===== src/rtl/rom_load_pkg.sv =====
// -----------------------------------------------------------------------------
// rom_load_pkg
// Shared types and constants for the ROM load controller.
//   state_e        : controller state encoding (IDLE / LOAD / FLUSH)
//   hdr_idx_w()    : width of the header read index for a given header length
//   HDR_BYTES_DFLT : default header length
//   HDR_IDX_W      : header index width for the default header length
// -----------------------------------------------------------------------------
package rom_load_pkg;

  typedef enum logic [1:0] {
    ST_IDLE  = 2'd0,
    ST_LOAD  = 2'd1,
    ST_FLUSH = 2'd2
  } state_e;

  // Header index width. It is never narrower than 1 bit, so the port still
  // exists when header capture is disabled or only a single byte is captured.
  function automatic int hdr_idx_w(input int n);
    return (n <= 1) ? 1 : $clog2(n);
  endfunction

  localparam int HDR_BYTES_DFLT = 16;
  localparam int HDR_IDX_W      = hdr_idx_w(HDR_BYTES_DFLT);

endpackage


===== src/rtl/byte_fifo.sv =====
// -----------------------------------------------------------------------------
// byte_fifo
// Synchronous FIFO with show-ahead read data. DEPTH must be a power of two
// and at least 2.
//   clk, resetn : clock, asynchronous active-low reset
//   push_i/din_i: write strobe and data (ignored when full)
//   pop_i       : consume the head entry (ignored when empty)
//   dout_o      : head entry, valid whenever empty_o is low
//   full_o      : no free entry
//   empty_o     : no stored entry
// -----------------------------------------------------------------------------
module byte_fifo #(
  parameter int DEPTH = 8,
  parameter int WIDTH = 8
) (
  input  logic             clk,
  input  logic             resetn,
  input  logic             push_i,
  input  logic [WIDTH-1:0] din_i,
  input  logic             pop_i,
  output logic [WIDTH-1:0] dout_o,
  output logic             full_o,
  output logic             empty_o
);

  localparam int AW = $clog2(DEPTH);

  logic [WIDTH-1:0] mem_q [DEPTH];
  // One extra pointer bit tells a full FIFO apart from an empty one.
  logic [AW:0]      wr_ptr_q;
  logic [AW:0]      rd_ptr_q;

  assign empty_o = (wr_ptr_q == rd_ptr_q);
  assign full_o  = (wr_ptr_q[AW] != rd_ptr_q[AW]) &&
                   (wr_ptr_q[AW-1:0] == rd_ptr_q[AW-1:0]);
  assign dout_o  = mem_q[rd_ptr_q[AW-1:0]];

  // NOTE: storage arrays carry no reset; the pointers alone define which
  // entries are meaningful, and leaving the array unreset keeps it in plain RAM.
  always_ff @(posedge clk) begin
    if (push_i && !full_o) mem_q[wr_ptr_q[AW-1:0]] <= din_i;
  end

  always_ff @(posedge clk or negedge resetn) begin
    if (!resetn) begin
      wr_ptr_q <= '0;
      rd_ptr_q <= '0;
    end else begin
      if (push_i && !full_o) wr_ptr_q <= wr_ptr_q + 1'b1;
      if (pop_i && !empty_o) rd_ptr_q <= rd_ptr_q + 1'b1;
    end
  end

endmodule


===== src/rtl/rom_load_ctrl.sv =====
// -----------------------------------------------------------------------------
// rom_load_ctrl
// Turns the MCU ROM byte stream into 16-bit little-endian SDRAM writes.
// The first HDR_BYTES bytes of each load go to a readable header store; the
// rest are buffered in a byte FIFO, paired into words and written at
// consecutive word addresses starting from 0.
//
// Ports
//   clk, resetn              : clock, asynchronous active-low reset
//   rom_loading              : load window (rise starts, fall ends a load)
//   rom_do, rom_do_valid     : ROM byte and its single-cycle strobe
//   mem_req/mem_ack          : write handshake (req held until ack)
//   mem_addr/wdata/be        : word address, data (first byte low), enables
//   hdr_addr/hdr_data        : header read port, one cycle of latency
//   hdr_valid                : whole header captured
//   busy, done               : load/flush active; pulse on final write ack
//   rom_size                 : payload bytes written (saturating)
//   overflow                 : sticky, a payload byte was dropped
//   checksum                 : only with ROM_CHECKSUM_EN defined; 16-bit
//                              wrapping sum of payload bytes accepted
// Build option: `define ROM_CHECKSUM_EN adds the checksum output and adder.
// -----------------------------------------------------------------------------
module rom_load_ctrl
  import rom_load_pkg::*;
#(
  parameter int ADDR_W     = 22,
  parameter int HDR_BYTES  = HDR_BYTES_DFLT,
  parameter int FIFO_DEPTH = 8
) (
  input  logic                            clk,
  input  logic                            resetn,
  input  logic                            rom_loading,
  input  logic [7:0]                      rom_do,
  input  logic                            rom_do_valid,
  output logic                            mem_req,
  input  logic                            mem_ack,
  output logic [ADDR_W-1:0]               mem_addr,
  output logic [15:0]                     mem_wdata,
  output logic [1:0]                      mem_be,
  input  logic [hdr_idx_w(HDR_BYTES)-1:0] hdr_addr,
  output logic [7:0]                      hdr_data,
  output logic                            hdr_valid,
  output logic                            busy,
  output logic                            done,
  output logic [ADDR_W:0]                 rom_size,
`ifdef ROM_CHECKSUM_EN
  output logic [15:0]                     checksum,
`endif
  output logic                            overflow
);

  localparam int IDX_W     = hdr_idx_w(HDR_BYTES);
  localparam int HCW       = hdr_idx_w(HDR_BYTES + 1);  // counts 0..HDR_BYTES
  localparam int HDR_DEPTH = 1 << IDX_W;
  localparam logic [HCW-1:0] HDR_N    = HCW'(HDR_BYTES);
  localparam logic [HCW-1:0] HDR_LAST = HCW'((HDR_BYTES > 0) ? HDR_BYTES - 1 : 0);

  state_e            state_q, state_d;
  logic              loading_q;
  logic              load_start, done_d, done_q;
  logic [HCW-1:0]    hdr_cnt_q;
  logic              hdr_valid_q;
  logic [7:0]        hdr_data_q;
  logic [7:0]        hdr_mem [HDR_DEPTH];
  logic [7:0]        lo_q;
  logic              lo_vld_q;
  logic              req_q;
  logic [ADDR_W-1:0] addr_q;
  logic [15:0]       wdata_q;
  logic [1:0]        be_q;
  logic [ADDR_W:0]   size_q;
  logic [ADDR_W+1:0] size_sum;
  logic              overflow_q;

  logic       rise, fall, strobe_ld, hdr_take, pay_strobe, push, pop;
  logic       odd_issue, ack_take;
  logic [7:0] f_rdata;
  logic       f_full, f_empty;

  assign rise       = rom_loading & ~loading_q;
  assign fall       = ~rom_loading & loading_q;
  assign strobe_ld  = rom_do_valid && (state_q == ST_LOAD);
  assign hdr_take   = strobe_ld && (hdr_cnt_q < HDR_N);
  assign pay_strobe = strobe_ld && !hdr_take;
  // A full FIFO refuses the byte even if the packer pops in the same cycle.
  assign push       = pay_strobe && !f_full;
  assign pop        = !req_q && !f_empty;
  assign odd_issue  = (state_q == ST_FLUSH) && f_empty && lo_vld_q && !req_q;
  assign ack_take   = req_q && mem_ack;

  assign size_sum = {1'b0, size_q} +
                    {{ADDR_W{1'b0}}, (be_q == 2'b11), (be_q != 2'b11)};

  byte_fifo #(.DEPTH(FIFO_DEPTH), .WIDTH(8)) u_fifo (
    .clk     (clk),
    .resetn  (resetn),
    .push_i  (push),
    .din_i   (rom_do),
    .pop_i   (pop),
    .dout_o  (f_rdata),
    .full_o  (f_full),
    .empty_o (f_empty)
  );

  // NOTE: every signal driven here gets a default first so no path can leave
  // it unassigned, which would otherwise infer a latch.
  always_comb begin
    state_d    = state_q;
    load_start = 1'b0;
    done_d     = 1'b0;
    case (state_q)
      ST_IDLE: if (rise) begin
        state_d    = ST_LOAD;
        load_start = 1'b1;
      end
      ST_LOAD: if (fall) state_d = ST_FLUSH;
      // Finish on the ack of the last write so done lines up with mem_req
      // dropping; an empty flush finishes at once.
      ST_FLUSH: if (f_empty && !lo_vld_q && (!req_q || mem_ack)) begin
        state_d = ST_IDLE;
        done_d  = 1'b1;
      end
      default: state_d = ST_IDLE;
    endcase
  end

  always_ff @(posedge clk) begin
    if (hdr_take) hdr_mem[hdr_cnt_q[IDX_W-1:0]] <= rom_do;
  end

  // NOTE: state updates use non-blocking assignments so every register
  // samples pre-edge values regardless of statement order.
  always_ff @(posedge clk or negedge resetn) begin
    if (!resetn) begin
      state_q     <= ST_IDLE;
      loading_q   <= 1'b0;
      done_q      <= 1'b0;
      hdr_data_q  <= '0;
      hdr_cnt_q   <= '0;
      hdr_valid_q <= 1'b0;
      overflow_q  <= 1'b0;
      size_q      <= '0;
      addr_q      <= '0;
      lo_q        <= '0;
      lo_vld_q    <= 1'b0;
      req_q       <= 1'b0;
      wdata_q     <= '0;
      be_q        <= '0;
    end else begin
      state_q    <= state_d;
      loading_q  <= rom_loading;
      done_q     <= done_d;
      hdr_data_q <= hdr_mem[hdr_addr];
      if (load_start) begin
        hdr_cnt_q   <= '0;
        hdr_valid_q <= 1'b0;
        overflow_q  <= 1'b0;
        size_q      <= '0;
        addr_q      <= '0;
        lo_vld_q    <= 1'b0;
      end else begin
        if (hdr_take) begin
          hdr_cnt_q <= hdr_cnt_q + 1'b1;
          if (hdr_cnt_q == HDR_LAST) hdr_valid_q <= 1'b1;
        end
        if (pay_strobe && f_full) overflow_q <= 1'b1;
        if (pop) begin
          if (!lo_vld_q) begin
            lo_q     <= f_rdata;
            lo_vld_q <= 1'b1;
          end else begin
            wdata_q  <= {f_rdata, lo_q};
            be_q     <= 2'b11;
            req_q    <= 1'b1;
            lo_vld_q <= 1'b0;
          end
        end else if (odd_issue) begin
          wdata_q  <= {8'h00, lo_q};
          be_q     <= 2'b01;
          req_q    <= 1'b1;
          lo_vld_q <= 1'b0;
        end
        if (ack_take) begin
          req_q  <= 1'b0;
          addr_q <= addr_q + 1'b1;
          size_q <= size_sum[ADDR_W+1] ? '1 : size_sum[ADDR_W:0];
        end
      end
    end
  end

`ifdef ROM_CHECKSUM_EN
  logic [15:0] csum_q;
  always_ff @(posedge clk or negedge resetn) begin
    if (!resetn)         csum_q <= '0;
    else if (load_start) csum_q <= '0;
    else if (push)       csum_q <= csum_q + {8'h00, rom_do};
  end
  assign checksum = csum_q;
`endif

  assign mem_req   = req_q;
  assign mem_addr  = addr_q;
  assign mem_wdata = wdata_q;
  assign mem_be    = be_q;
  assign hdr_data  = hdr_data_q;
  assign hdr_valid = hdr_valid_q;
  assign busy      = (state_q != ST_IDLE);
  assign done      = done_q;
  assign rom_size  = size_q;
  assign overflow  = overflow_q;

endmodule

===== config.mk =====
export PLATFORM = sky130hd
export DESIGN_NAME = rom_load_ctrl
export DESIGN_NICKNAME = d
export VERILOG_FILES = /design/src/rtl/rom_load_pkg.sv /design/src/rtl/byte_fifo.sv /design/src/rtl/rom_load_ctrl.sv
export SDC_FILE = /design/constraint.sdc
export NUM_CORES = 1
export LEC_CHECK = 0
export BUFFER_PORTS_ARGS = -buffer_cell sky130_fd_sc_hd__buf_2
export CAP_MARGIN = 20
export CELL_PAD_IN_SITES_DETAIL_PLACEMENT = 0
export CELL_PAD_IN_SITES_GLOBAL_PLACEMENT = 1
export CORE_MARGIN = 1.5
export CORE_UTILIZATION = 33
export DETAILED_ROUTE_END_ITERATION = 7
export PLACE_DENSITY = 0.57
export SYNTH_ARGS = -nofsm -noshare
export SYNTH_HDL_FRONTEND = slang
export SYNTH_SLANG_ARGS = --single-unit

===== constraint.sdc =====
create_clock -name clk -period 3.06 [get_ports clk]
set_input_delay 0.918 -clock clk [delete_from_list [all_inputs] [get_ports clk]]
set_output_delay 0.918 -clock clk [all_outputs]
set_load 0.01 [all_outputs]

==> summary.md <==
| Metric | Value |
|---|---|
| Status | `finished, violations left` |
| Failing checks | `design-rule violations` |
| Setup crit end kind | `register` |
| CP max stage delay | `0.45 ns` |
| Pint | `7820 uW` |
| Final slew viol count | `0` |
| Die area | `37600 um^2` |
| Post-Synth Simple-Gate Area | `7.89%` |
| Setup crit start kind | `register` |
| Final instance area | `14300 um^2` |
| Fin util | `40.1%` |
| CORE AREA | `35700 um^2` |
| Max_cap viols | `0` |
| Post-DP Area | `13300 um^2` |
| Top_reg_cell synth | `edfxtp_1` |
| H-tree lvl count | `2` |
| Hold_buf cts | `0` |
| Buffers added on ports | `92` |
| Iter 0 DRT Violations | `477` |
| FFs w/ async S/R, synth | `34.2%` |
| Fin Setup TNS | `0 ns` |
| Synthesized cell area | `12000 um^2` |
| Post-synth top area share | `48.0%` |
| Routed WL per cell | `20.3 um` |
| Area Growth Syn to Fin | `19.3%` |
| Mean Syn Cell Area | `16.3 um^2` |
| Largest family of logic cells by synthesized area | `multiplexers` |
| Fin worst setup slack | `0.537 ns` |
| Deepest clock path buffer count | `3` |
| Final #Nets | `905` |
| Top Ports | `93` |
| Gate power share | `20.7%` |
| Routed WL | `27700 um` |
| Least-Margin Pin Slew | `0.767 ns` |
| FP Rows | `69` |
| DP HPWL | `18100 um` |
| Flops & latches, synth | `292` |
| Top post-synthesis cells by area | `edfxtp_1 48%, dfrtp_1 21%, mux4_2 10%` |
| Ys Warns | `0` |
| Cells after Synth | `738` |
| GR Util met1 | `21.2%` |
| DRT Pass-1 Iters | `7` |
| Clk root buf | `clkbuf_16` |
| CP required | `3.48 ns` |
| Mux share of post-synthesis cell area | `12.8%` |
| Total CTS buffers | `34` |
| Post-DR vias/cell | `5.06` |
| Post-Synth XOR/XNOR Area | `1.82%` |
| Final hold vios | `0` |
| Worst-path clk slew | `0.06 ns` |
| Width of the die | `194 um` |
| Clk_lat worst skew | `0.51 ns` |
| Type of the worst setup path | `register to register` |
| Post-synth EDFFs | `192` |
| Sw power | `3230 uW` |
| Syn_nets | `766` |
| Tcrit/Tclk final | `82.4%` |
| Overall routing resource usage | `14.8%` |
| Final Critical Period | `2.52 ns` |
| Antenna diode count | `0` |
| Switching Fraction | `29.2%` |
| Place WS | `0.418 ns` |
| Synth Area in Adders | `1.21%` |
| GRT met3 Usage | `2.78%` |
| Top Usage Layer GRT | `met2` |
| Hold slack | `0.456 ns` |
| Post-CTS Setup Bufs | `0` |
| Max stage delay cell, worst path | `nor4_1` |
| Complex-gate fraction of the synthesized area | `5.42%` |
| Clk pwr share | `34.3%` |
| Vias in the first global route | `6924` |
| RSZ-0062 raised after global routing | `no` |
| Critical path arrival | `2.94 ns` |
| Family with the most delay on the worst path | `simple AND/OR/NAND/NOR gates` |
| Top cell type by total area after synthesis | `edfxtp_1` |
| CTS resizes | `0` |
| Peak VDD IR | `0.368 mV` |
| Gpl congestion | `0.786` |
| Initial core utilization | `33.6%` |
| First-pass GRT wire length | `42800 um` |
| Routed Antenna Nets | `0` |
| Crit-path max FO | `5` |
| Fmax | `396 MHz` |
| Rel. slew slack | `48.5%` |
| CP bufs+invs | `1` |
| Setup violators final | `0` |
| Fillers | `3341` |
| Initial antenna violation count | `1` |
| CTS sink cnt | `292` |
| Pwr per Cell Area | `771 nW/um^2` |
| Crit-path cells | `nand2_1 -> ha_1 -> inv_1 -> fa_1 -> nand4b_1 -> nor4_1 -> a31oi_1 -> a211oi_1` |
| Leakage | `0.00533 uW` |
| Vias | `6890` |
| Worst hold path type | `input port to asynchronous set/reset pin` |
| Remaining global-route overflow | `0` |
| Routing usage on met2 | `23.2%` |
| DRC viols | `12` |
| Number of library cell types mapped by synthesis | `57` |
| Clock skew | `0.0172 ns` |
| CTS tree | `yes` |
| Largest net degree at the start of global routing | `54` |
| Sequential power share | `44.9%` |
| Register area share after synthesis | `68.8%` |
| Layout cells sized above 1 | `29.6%` |
| Chip Height | `194 um` |
sequential cells by signal, summed over array words and instances (netlist names):
name             cells
mem_be               2
hdr_valid            1
overflow             1
hdr_data             8
u_fifo.wr_ptr_q      4
loading_q            1
u_fifo.rd_ptr_q      4
hdr_mem            128
lo_q                 8
state_q              2
rom_size            23
hdr_cnt_q            5
mem_wdata           16
mem_req              1
mem_addr            22
lo_vld_q             1
u_fifo.mem_q        64
done                 1
cells in the mapped netlist, types with 14 or more instances:
library cell and count:
mux2i_1 14, inv_1 23, dfrtp_1 100, mux4_2 56, nor3_1 20, xnor2_1 16, nand2_1 29, nand4_1 17
clkbuf_1 18, a21oi_1 27, edfxtp_1 192, nor2_1 42
worst paths after layout:
check,from,end,slack (ns),cells past startpoint
min in group clk,mem_wdata[9],mem_wdata[9],0.49,1
max reg2reg,mem_be[1],rom_size[18],0.54,8
min,resetn,rom_size[20],0.46,1
min reg2reg,mem_wdata[9],mem_wdata[9],0.49,1
max in group asynchronous,resetn,mem_addr[5],1.90,2
max,mem_be[1],rom_size[18],0.54,8
cell type report:
cell class | instances | area [um^2] | share of cell area [%]
clock inverter | 19 | 121 | 0.847
inverter | 23 | 86.3 | 0.602
multi-input combinational | 389 | 3510 | 24.5
tap | 461 | 577 | 4.03
sequential | 292 | 8270 | 57.7
clock buffer | 42 | 933 | 6.51
timing repair buffer | 137 | 838 | 5.85
stage by stage:
step | std cells | total power [uW]
final | 1363 | 11000
after global routing | 1363 | 11600
after CTS | 1363 | 11200
after detailed placement | 1302 | 7390
after global placement | 1302 | 7350
after floorplan | 738 | 6500
cells in the final DEF (no fill, tap or decap), types with 3 or more instances in the layout:
cell type,netlist,final
nand4_1,17,17
mux2_2,12,12
buf_12,0,3
or3_1,8,8
mux2i_1,14,14
a21oi_1,27,27
o21ai_0,13,13
nand2_1,29,29
xor2_1,9,9
o2bb2ai_1,7,7
a311oi_1,6,6
and2_1,3,3
edfxtp_1,192,192
dfrtp_1,100,100
and3_1,13,13
nand2b_1,7,7
a31oi_1,11,11
clkbuf_1,18,5
nor4_1,7,7
a21boi_0,3,3
inv_6,0,3
nand3_1,6,6
clkinv_2,0,12
clkbuf_16,0,36
nor3_1,20,20
ha_1,10,10
a211oi_1,12,12
xnor2_1,16,16
inv_1,23,23
buf_4,1,43
nor2_1,42,42
mux4_2,56,56
buf_2,9,91
a41oi_1,5,5
and4_1,5,5
power by group through the flow:
stage / Combinational, uW / Clock [uW] / Sequential (uW)
after floorplan: 1530 / 0 / 4980
after global placement: 2300 / 0 / 5050
after detailed placement: 2350 / 0 / 5040
after CTS: 2350 / 3910 / 4970
after global routing: 2520 / 4060 / 5020
final: 2290 / 3790 / 4960
layer usage:
metal,vias up,share of wire (%)
li1,3190,-
met1,3497,47
met2,165,46
met3,36,4.9
met4,2,1.7
met5,-,0.047
logic make-up (layout without fill, tap and decap cells):
family	count (synthesis)	in the layout
flip-flops	292	292
AND/OR/NAND/NOR	174	174
AO/OA/AOI/OAI	97	97
multiplexers	82	82
buffers and inverters	57	221
XOR/XNOR	25	25
adder cells (fa/ha/maj)	11	11
(Power assumes the default switching activity.)
